===== src/rtl/door_timeout_ctrl.sv =====
// door_timeout_ctrl: door-open watchdog with pre-timeout warning, timeout and obstruction nudge mode.
module door_timeout_ctrl #(
    parameter int CNT_W       = 10,
    parameter int TIMEOUT_DEF = 10,
    parameter int WARN_LEAD   = 3,
    parameter int MAX_REOPEN  = 3
) (
    input  logic             clk,
    input  logic             rst_n,
    input  logic [1:0]       estado,
    input  logic [CNT_W-1:0] limit,
    input  logic             limit_ld,
    input  logic             obstruct,
    output logic             warn,
    output logic             timeout,
    output logic             nudge,
    output logic [CNT_W-1:0] count,
    output logic [2:0]       reopen_cnt
);
    typedef enum logic [1:0] {
        CLOSED_S  = 2'b00,
        OPEN_S    = 2'b01,
        WARN_S    = 2'b10,
        EXPIRED_S = 2'b11
    } state_t;

    localparam logic [CNT_W-1:0] THR_DEF = CNT_W'(TIMEOUT_DEF);
    localparam logic [CNT_W+1:0] LEAD    = (CNT_W+2)'(WARN_LEAD);
    localparam logic [2:0]       MAX_R   = 3'(MAX_REOPEN);

    state_t           state_q, state_d;
    logic [CNT_W-1:0] count_q, count_d, thr_q, thr_d, count_inc;
    logic [2:0]       reopen_q, reopen_d, reopen_inc;
    logic             nudge_q, nudge_d, obstruct_q, warn_n, timeout_n;

    always_comb begin
        count_inc  = (&count_q) ? count_q : count_q + CNT_W'(1);
        timeout_n  = count_inc >= thr_q;
        warn_n     = ({2'b00, count_inc} + LEAD) >= {2'b00, thr_q};
        reopen_inc = (reopen_q == MAX_R) ? reopen_q : reopen_q + 3'd1;
        thr_d      = limit_ld ? ((limit == '0) ? THR_DEF : limit) : thr_q;
        state_d    = CLOSED_S;
        count_d    = '0;
        reopen_d   = reopen_q;
        nudge_d    = nudge_q;
        if (estado != 2'b01) begin
            if (estado == 2'b00) begin
                reopen_d = '0;
                nudge_d  = 1'b0;
            end
        end else if (!nudge_q && obstruct) begin
            // a held obstruction pins the count at zero; only its rising edge counts as a re-open
            state_d = OPEN_S;
            if (!obstruct_q) begin
                reopen_d = reopen_inc;
                nudge_d  = reopen_inc == MAX_R;
            end
        end else begin
            count_d = count_inc;
            state_d = timeout_n ? EXPIRED_S : warn_n ? WARN_S : OPEN_S;
        end
    end

    always_ff @(posedge clk) begin
        if (!rst_n) begin
            state_q    <= CLOSED_S;
            count_q    <= '0;
            thr_q      <= THR_DEF;
            reopen_q   <= '0;
            nudge_q    <= 1'b0;
            obstruct_q <= 1'b0;
        end else begin
            state_q    <= state_d;
            count_q    <= count_d;
            thr_q      <= thr_d;
            reopen_q   <= reopen_d;
            nudge_q    <= nudge_d;
            obstruct_q <= obstruct;
        end
    end

    // expiry implies warning, so both flags decode straight from the state register
    assign warn       = state_q[1];
    assign timeout    = &state_q;
    assign nudge      = nudge_q;
    assign count      = count_q;
    assign reopen_cnt = reopen_q;
endmodule


===== config.mk =====
export PLATFORM = sky130hd
export DESIGN_NAME = door_timeout_ctrl
export DESIGN_NICKNAME = d
export VERILOG_FILES = /design/src/rtl/door_timeout_ctrl.sv
export SDC_FILE = /design/constraint.sdc
export NUM_CORES = 1
export LEC_CHECK = 0
export BUFFER_PORTS_ARGS = -buffer_cell sky130_fd_sc_hd__buf_2
export CAP_MARGIN = 25
export CORE_ASPECT_RATIO = 0.7
export CORE_MARGIN = 3
export CORE_UTILIZATION = 41
export CTS_CLUSTER_SIZE = 40
export DETAILED_ROUTE_END_ITERATION = 8
export PLACE_DENSITY = 0.61
export SLEW_MARGIN = 10
export SYNTH_ARGS = -nofsm -noshare
export SYNTH_HDL_FRONTEND = slang
export SYNTH_SLANG_ARGS = --single-unit

===== constraint.sdc =====
create_clock -name clk -period 5.55 [get_ports clk]
set_input_delay 1.11 -clock clk [delete_from_list [all_inputs] [get_ports clk]]
set_output_delay 1.11 -clock clk [all_outputs]
set_load 0.03 [all_outputs]

==> results_dict.tcl, run 1 <==
set metrics [dict create \
    synth.yosys.warnings 0 \
    seq_area_frac_synth_pct 26.4 \
    cts_setup_buffers 0 \
    hold_violations 0 \
    outcome "finished clean" \
    timing.max_cap.violations 0 \
    cp.required_ns 5.75 \
    power_per_cell_area_nw_per_um2 158 \
    timing.fmax_ghz 0.280 \
    grt_overflow 0 \
    wire_per_inst_um 13.9 \
    total_power_mw 0.361 \
    std_cell_rows 20 \
    critical-path-top-cell-by-count "ha_1" \
    time_the_worst_path_needs_with_i_o_delays_and_setup_ns 3.57 \
    fp.dieH_um 65.1 \
    worst_hold_path.num_cells 2 \
    final-setup-viol-count 0 \
    final_cell_area_um2 2280 \
    starting_utilization_of_the_core_area_pct 44.6 \
    reg2reg_setup_slack_ns 1.98 \
    routed_wirelength_um 4670 \
    worst_hold_endpoint "reopen_cnt[2]$_SDFFE_PN0P_" \
    count_of_vias_placed_by_the_detailed_router 1828 \
    fin_worst_skew_ns 0.00657 \
    synth.cell_area_um2 2040 \
    place_hpwl_um 3760 \
    postSynth.asyncResetShare_pct 0 \
    yosysUniqueCellTypes 49 \
    worst_r2r_path_depth 12 \
    synth-main-ff-cell "dfxtp_1" \
    static-leakage-power_nw 1.09 \
    place.port_buffers 31 \
    route.antenna.remaining_nets 0 \
    worst_pin_slew_ns 0.664 \
    worst_hold_startpoint "reopen_cnt[2]$_SDFFE_PN0P_" \
    grt_start_max_net_pins 19 \
    clock_sinks 27 \
    worst_path_dominant_cell_family "adder cells" \
    final_min_period_over_clock_period_pct 64.4 \
    syn_avg_cell_area_um2 8.34 \
    boundaryPins 32 \
    synthDominantCellAreaShare_pct 26.4 \
    clock_tree.buffer_depth 2 \
    h_tree_depth 1 \
    first_pass_grt_wire_length_um 7960 \
    grt.total_usage_pct 16.4 \
    drc 0 \
    design.final.nets 310 \
    grt_setup_unrepaired "false" \
    insertedDiodeCount 0 \
    synth_seq_cells 27 \
    yosys-top-cells-area "dfxtp_1 (26%), ha_1 (14%), mux2i_1 (5.9%), nor2b_1 (3.7%), inv_1 (3.5%)" \
    final.setup.tns_ns 0 \
    grt_antenna_before_repair 0 \
    worst_r2r_startpoint "count[0]$_SDFF_PP0_" \
    timing.slew.headroom_pct 55.3 \
    routed_via_density 5.44 \
    worst-path-buf-inv 0 \
    critical_path.max_stage_delay_ns 0.58 \
    initialDrtViolationCount 89 \
    hold_class "flop to flop" \
    timing.hold.ws_ns 0.476 \
    synth_edf_count 0 \
    critPathCaptureType "flop" \
    cts_repair_resize_count 0 \
    timing.critical_path.from "count[0]$_SDFF_PP0_" \
    grt_pass1_vias 1701 \
    syn-instance-count 245 \
    number_of_buffers_inserted_by_hold_repair_at_cts 0 \
    area_growth_pct 11.6 \
    die-width_um 90.4 \
    place.gp.congestion 0.897 \
    crit_fanout 18 \
    clk-insertion-delay-late_ns 0.27 \
    r2r_endpoint "state_q[1]$_SDFF_PP0_" \
    dpl-instance-area_um2 2240 \
    critPathArrivalTime_ns 3.77 \
    firstDrtPassIters 6 \
    max-vdd-ir-drop_v 0.0000764 \
    cell_at_the_root_of_the_clock_tree "clkbuf_8" \
    clock_tree_from_tritoncts "done" \
    critical-path-slowest-cell "ha_1" \
    clk_transition_reported_paths_ns 0.10 \
    die_area_um2 5880 \
    synth_fp_nets 284 \
    start_kind "flop" \
    core_region_area_um2 4580 \
    cts_buffers 3 \
    drive_gt1_share_pct 14.4 \
    worst-setup-path-type "flop to flop" \
    synth_largest_area_cell "dfxtp_1" \
    path_cells "ha_1 > nand3_2 > xnor2_1 > ha_1 > nor2_1 > xnor2_1 > ha_1 > nand4_1 > a211oi_1 > o22ai_1 > o41a_1 > a21oi_1" \
    maxSlewViolCount 0 \
]
[cell usage after synthesis (all sizes together) (2+ instances only)]
| cell | number |
|---|---|
| dfxtp | 27 |
| ha | 23 |
| inv | 19 |
| nor2 | 18 |
| nand2 | 16 |
| mux2i | 12 |
| nor2b | 12 |
| a21oi | 8 |
| a21o | 7 |
| and4 | 7 |
| nor3 | 7 |
| xnor2 | 7 |
| nand4 | 6 |
| buf | 5 |
| clkbuf | 5 |
| nand2b | 5 |
| nand3 | 5 |
| and2 | 4 |
| o22ai | 4 |
| a211oi | 3 |
| a22oi | 3 |
| a31oi | 3 |
| o211ai | 3 |
| o21a | 3 |
| o21ai | 3 |
| or3 | 3 |
| a221oi | 2 |
| and3 | 2 |
| nor3b | 2 |
| o2111ai | 2 |
| o41ai | 2 |
| or4 | 2 |
| xor2 | 2 |
[power by group]
| group | internal [mW] | switching, mW | leakage (nW) |
|---|---|---|---|
| Sequential | 0.199 | 0.00343 | 0.220 |
| Combinational | 0.0210 | 0.0243 | 0.851 |
| Clock | 0.0515 | 0.0619 | 0.0228 |
| Total | 0.272 | 0.0896 | 1.09 |
[cell usage in the layout (no fill, tap or decap), types with 4 or more instances in the layout]
| cell type | n |
|---|---|
| a21o_1 | 7 |
| a21oi_1 | 8 |
| and2_1 | 4 |
| and4_1 | 7 |
| buf_2 | 31 |
| dfxtp_1 | 27 |
| ha_1 | 23 |
| inv_1 | 19 |
| mux2i_1 | 12 |
| nand2_1 | 16 |
| nand2b_1 | 5 |
| nand3_1 | 4 |
| nand4_1 | 5 |
| nor2_1 | 18 |
| nor2b_1 | 12 |
| nor3_1 | 7 |
| o22ai_1 | 4 |
| xnor2_1 | 7 |
[per-layer routing]
| layer | wire, µm | vias to the layer above | track usage [%] |
|---|---|---|---|
| li1 | - | 943 | - |
| met1 | 2490 | 825 | 24.3 |
| met2 | 1870 | 58 | 25.0 |
| met3 | 288 | 2 | 3.13 |
| met4 | 19 | 0 | 2.10 |
| met5 | 0 | - | 0 |
[worst max-delay path by stage]
stage                                  to  depth (start not counted)  slack [ns]
floorplan           state_q[1]$_SDFF_PP0_                         14        2.40
global placement    state_q[1]$_SDFF_PP0_                         12        2.18
detailed placement  state_q[0]$_SDFF_PP0_                         12        2.04
CTS                 state_q[1]$_SDFF_PP0_                         12        2.03
global route        state_q[1]$_SDFF_PP0_                         12        1.58
finish              state_q[1]$_SDFF_PP0_                         12        1.98
[worst register-to-register path, cell delays in order (launching register included)]
cell      delay, ns
dfxtp_1        0.48
ha_1           0.58
nand3_2        0.28
xnor2_1        0.37
ha_1           0.41
nor2_1         0.11
xnor2_1        0.14
ha_1           0.33
nand4_1        0.11
a211oi_1       0.26
o22ai_1        0.15
o41a_1         0.14
a21oi_1        0.14
[area by class of cell]
type                       instances  area, µm²
fill                             464       2300
multi-input combinational        189       1390
sequential                        27        541
timing repair buffer              31        155
tap                               66       82.6
inverter                          19       71.3
clock buffer                       4       45.0
[flip-flops by register name (all words and copies together) (netlist names)]
signal / count
state_q: 2
thr_q: 10
reopen_cnt: 3
count: 10
obstruct_q: 1
nudge: 1
[logic make-up after synthesis]
logic type / synth area share (%)
AOI/OAI and AO/OA: 17.9
buffers and inverters: 5.75
and+or+nand+nor: 25.5
xor gates and xnor gates: 3.86
DFF: 26.4
muxes: 6.43
adders and majority gates: 14.1
[stage by stage]
| step | instances | setup WS (ns) | util (%) |
|---|---|---|---|
| after floorplan | 245 | 2.40 | - |
| after global placement | 332 | 2.18 | 48.8 |
| after detailed placement | 332 | 2.04 | 48.8 |
| after CTS | 336 | 2.03 | 49.8 |
| after global routing | 336 | 1.58 | 49.8 |
| final | 336 | 1.98 | 49.8 |
Power figures use the tool's default switching activity.
==> inputs of run 2 (changes only) <==
==> constraint.sdc (replaced) <==
create_clock -name clk -period 3.3 [get_ports clk]
set_input_delay 0.66 -clock clk [delete_from_list [all_inputs] [get_ports clk]]
set_output_delay 0.66 -clock clk [all_outputs]
set_load 0.03 [all_outputs]
==> results_dict.tcl, run 2 (synthesis gave the netlist of run 1 again) <==
set metrics [dict create \
    total_power_mw 0.611 \
    path_cells "ha_4 > nand2_1 > o31a_1 > a211o_1 > a211oi_1 > xnor2_1 > ha_1 > o21a_1 > o21a_1 > o22ai_1 > o41a_1 > a21oi_1" \
    grt_start_max_net_pins 19 \
    internal_power_mw 0.458 \
    number_of_buffers_inserted_by_hold_repair_at_cts 0 \
    insertedDiodeCount 0 \
    starting_utilization_of_the_core_area_pct 44.6 \
    global_route.usage.met3_pct 3.60 \
    grt_overflow 0 \
    core_region_area_um2 4580 \
    critPathArrivalTime_ns 3.23 \
    die-width_um 90.4 \
    grt.met2_usage_pct 24.7 \
    max-vdd-ir-drop_v 0.000136 \
    first_pass_grt_wire_length_um 8210 \
    pwr-share-seq_pct 55.8 \
    design.final.nets 323 \
    critPathCaptureType "flop" \
    worst-setup-path-type "flop to flop" \
    hold_violations 0 \
    hold_class "flop to flop" \
    final.setup.tns_ns 0 \
    clk_transition_reported_paths_ns 0.09 \
    clock_tree.buffer_depth 2 \
    critical-path-slowest-cell "dfxtp_1" \
    route.antenna.remaining_nets 0 \
    cts_buffers 3 \
    die_area_um2 5880 \
    cp.required_ns 3.45 \
    maxSlewViolCount 0 \
    final_min_period_over_clock_period_pct 93.3 \
    routed_via_density 5.42 \
    h_tree_depth 1 \
    fin_worst_skew_ns 0.00465 \
    place.port_buffers 31 \
    count_of_vias_placed_by_the_detailed_router 1892 \
    final-setup-viol-count 0 \
    time_the_worst_path_needs_with_i_o_delays_and_setup_ns 3.08 \
    place_hpwl_um 3880 \
    grt_setup_unrepaired "false" \
    clock_tree_from_tritoncts "done" \
    static-leakage-power_nw 1.15 \
    clk-insertion-delay-late_ns 0.28 \
    drc 0 \
    final_cell_mix "buf_2 (31), dfxtp_1 (27), ha_1 (21)" \
    grt_antenna_before_repair 0 \
    critical-path-top-cell-by-count "o21a_1" \
    clock_sinks 27 \
    outcome "finished clean" \
    mostFrequentLayoutCell "buf_2" \
    power.switching_mw 0.153 \
    routed_wirelength_um 4840 \
    share_comb_of_total_power_pct 12.7 \
    timing.slew.headroom_pct 68.3 \
    timing.fmax_ghz 0.325 \
    firstDrtPassIters 4 \
    std_cell_rows 20 \
    boundaryPins 32 \
    cell_at_the_root_of_the_clock_tree "clkbuf_8" \
    use_met1_pct 26.2 \
    switching_share_pct 25.0 \
    start_kind "flop" \
    critical_path.max_stage_delay_ns 0.52 \
    clkPwrFrac_pct 31.5 \
    fp.dieH_um 65.1 \
    drive_gt1_share_pct 19.4 \
    crit_fanout 11 \
    place.gp.congestion 0.951 \
    wire_per_inst_um 13.9 \
    power_per_cell_area_nw_per_um2 255 \
    worst_pin_slew_ns 0.463 \
    timing.max_cap.violations 0 \
    area_growth_pct 17.4 \
    grt_most_used_layer "met1" \
    grt.total_usage_pct 17.1 \
    grt_pass1_vias 1721 \
    initialDrtViolationCount 102 \
]
run 2: cell count changes in the layout (fill, tap and decap cells not counted):
| cell | delta |
|---|---|
| buf_4 | +13 |
| ha_4 | +1 |
| a221oi_2 | +1 |
| a221oi_1 | -1 |
| ha_2 | +1 |
| ha_1 | -2 |
run 2: layout make-up:
type,count,area [µm²]
clock buffers,4,45.0
inverters,19,71.3
multi-input cells,189,1410
repair buffers,44,253
flip-flops and latches,27,541
well taps,66,82.6
fillers,471,2180
run 2: what timing repair did:
action	4_1_cts	5_1_grt
buffers inserted	0	0
setup endpoints to repair	0	2
gates resized for setup	0	4
run 2: power by group through the flow:
| stage | Combinational [mW] | Clock (mW) | Sequential, mW |
|---|---|---|---|
| after floorplan | 0.0508 | 0 | 0.349 |
| after global placement | 0.0768 | 0 | 0.348 |
| after detailed placement | 0.0764 | 0 | 0.348 |
| after CTS | 0.0773 | 0.202 | 0.341 |
| after global routing | 0.0889 | 0.216 | 0.343 |
| final | 0.0776 | 0.193 | 0.341 |
run 2: worst paths after layout:
path,start,cells past startpoint,end,slack [ns]
setup / recovery,count[0]$_SDFF_PP0_,12,state_q[1]$_SDFF_PP0_,0.22
hold / removal,reopen_cnt[2]$_SDFFE_PN0P_,2,reopen_cnt[2]$_SDFFE_PN0P_,0.47
setup reg to reg,count[0]$_SDFF_PP0_,12,state_q[1]$_SDFF_PP0_,0.22
hold reg to reg,reopen_cnt[2]$_SDFFE_PN0P_,2,reopen_cnt[2]$_SDFFE_PN0P_,0.47
run 2: per-stage QoR:
| stage | utilization, % | area, µm² | hold WS (ns) | cells | worst slack (ns) |
|---|---|---|---|---|---|
| after floorplan | - | 2040 | 0.452 | 245 | 0.149 |
| after global placement | 51.0 | 2330 | 0.450 | 345 | 0.174 |
| after detailed placement | 51.0 | 2330 | 0.462 | 345 | 0.107 |
| after CTS | 51.9 | 2380 | 0.476 | 349 | 0.0696 |
| after global routing | 52.4 | 2400 | 0.493 | 349 | 0.0429 |
| final | 52.4 | 2400 | 0.473 | 349 | 0.220 |
run 2: worst max-delay path: cells and delay by family, from the launching register on:
kind | cells | cell delay (ns)
AOI/OAI and AO/OA | 8 | 1.64
xor gates and xnor gates | 1 | 0.18
adders and majority gates | 2 | 0.54
DFF | 1 | 0.52
and+or+nand+nor | 1 | 0.09
run 2: per-layer routing:
| layer | up-vias | share of wire (%) |
|---|---|---|
| li1 | 968 | - |
| met1 | 866 | 54 |
| met2 | 54 | 40 |
| met3 | 4 | 5.5 |
| met4 | 0 | 0.77 |
| met5 | - | 0 |
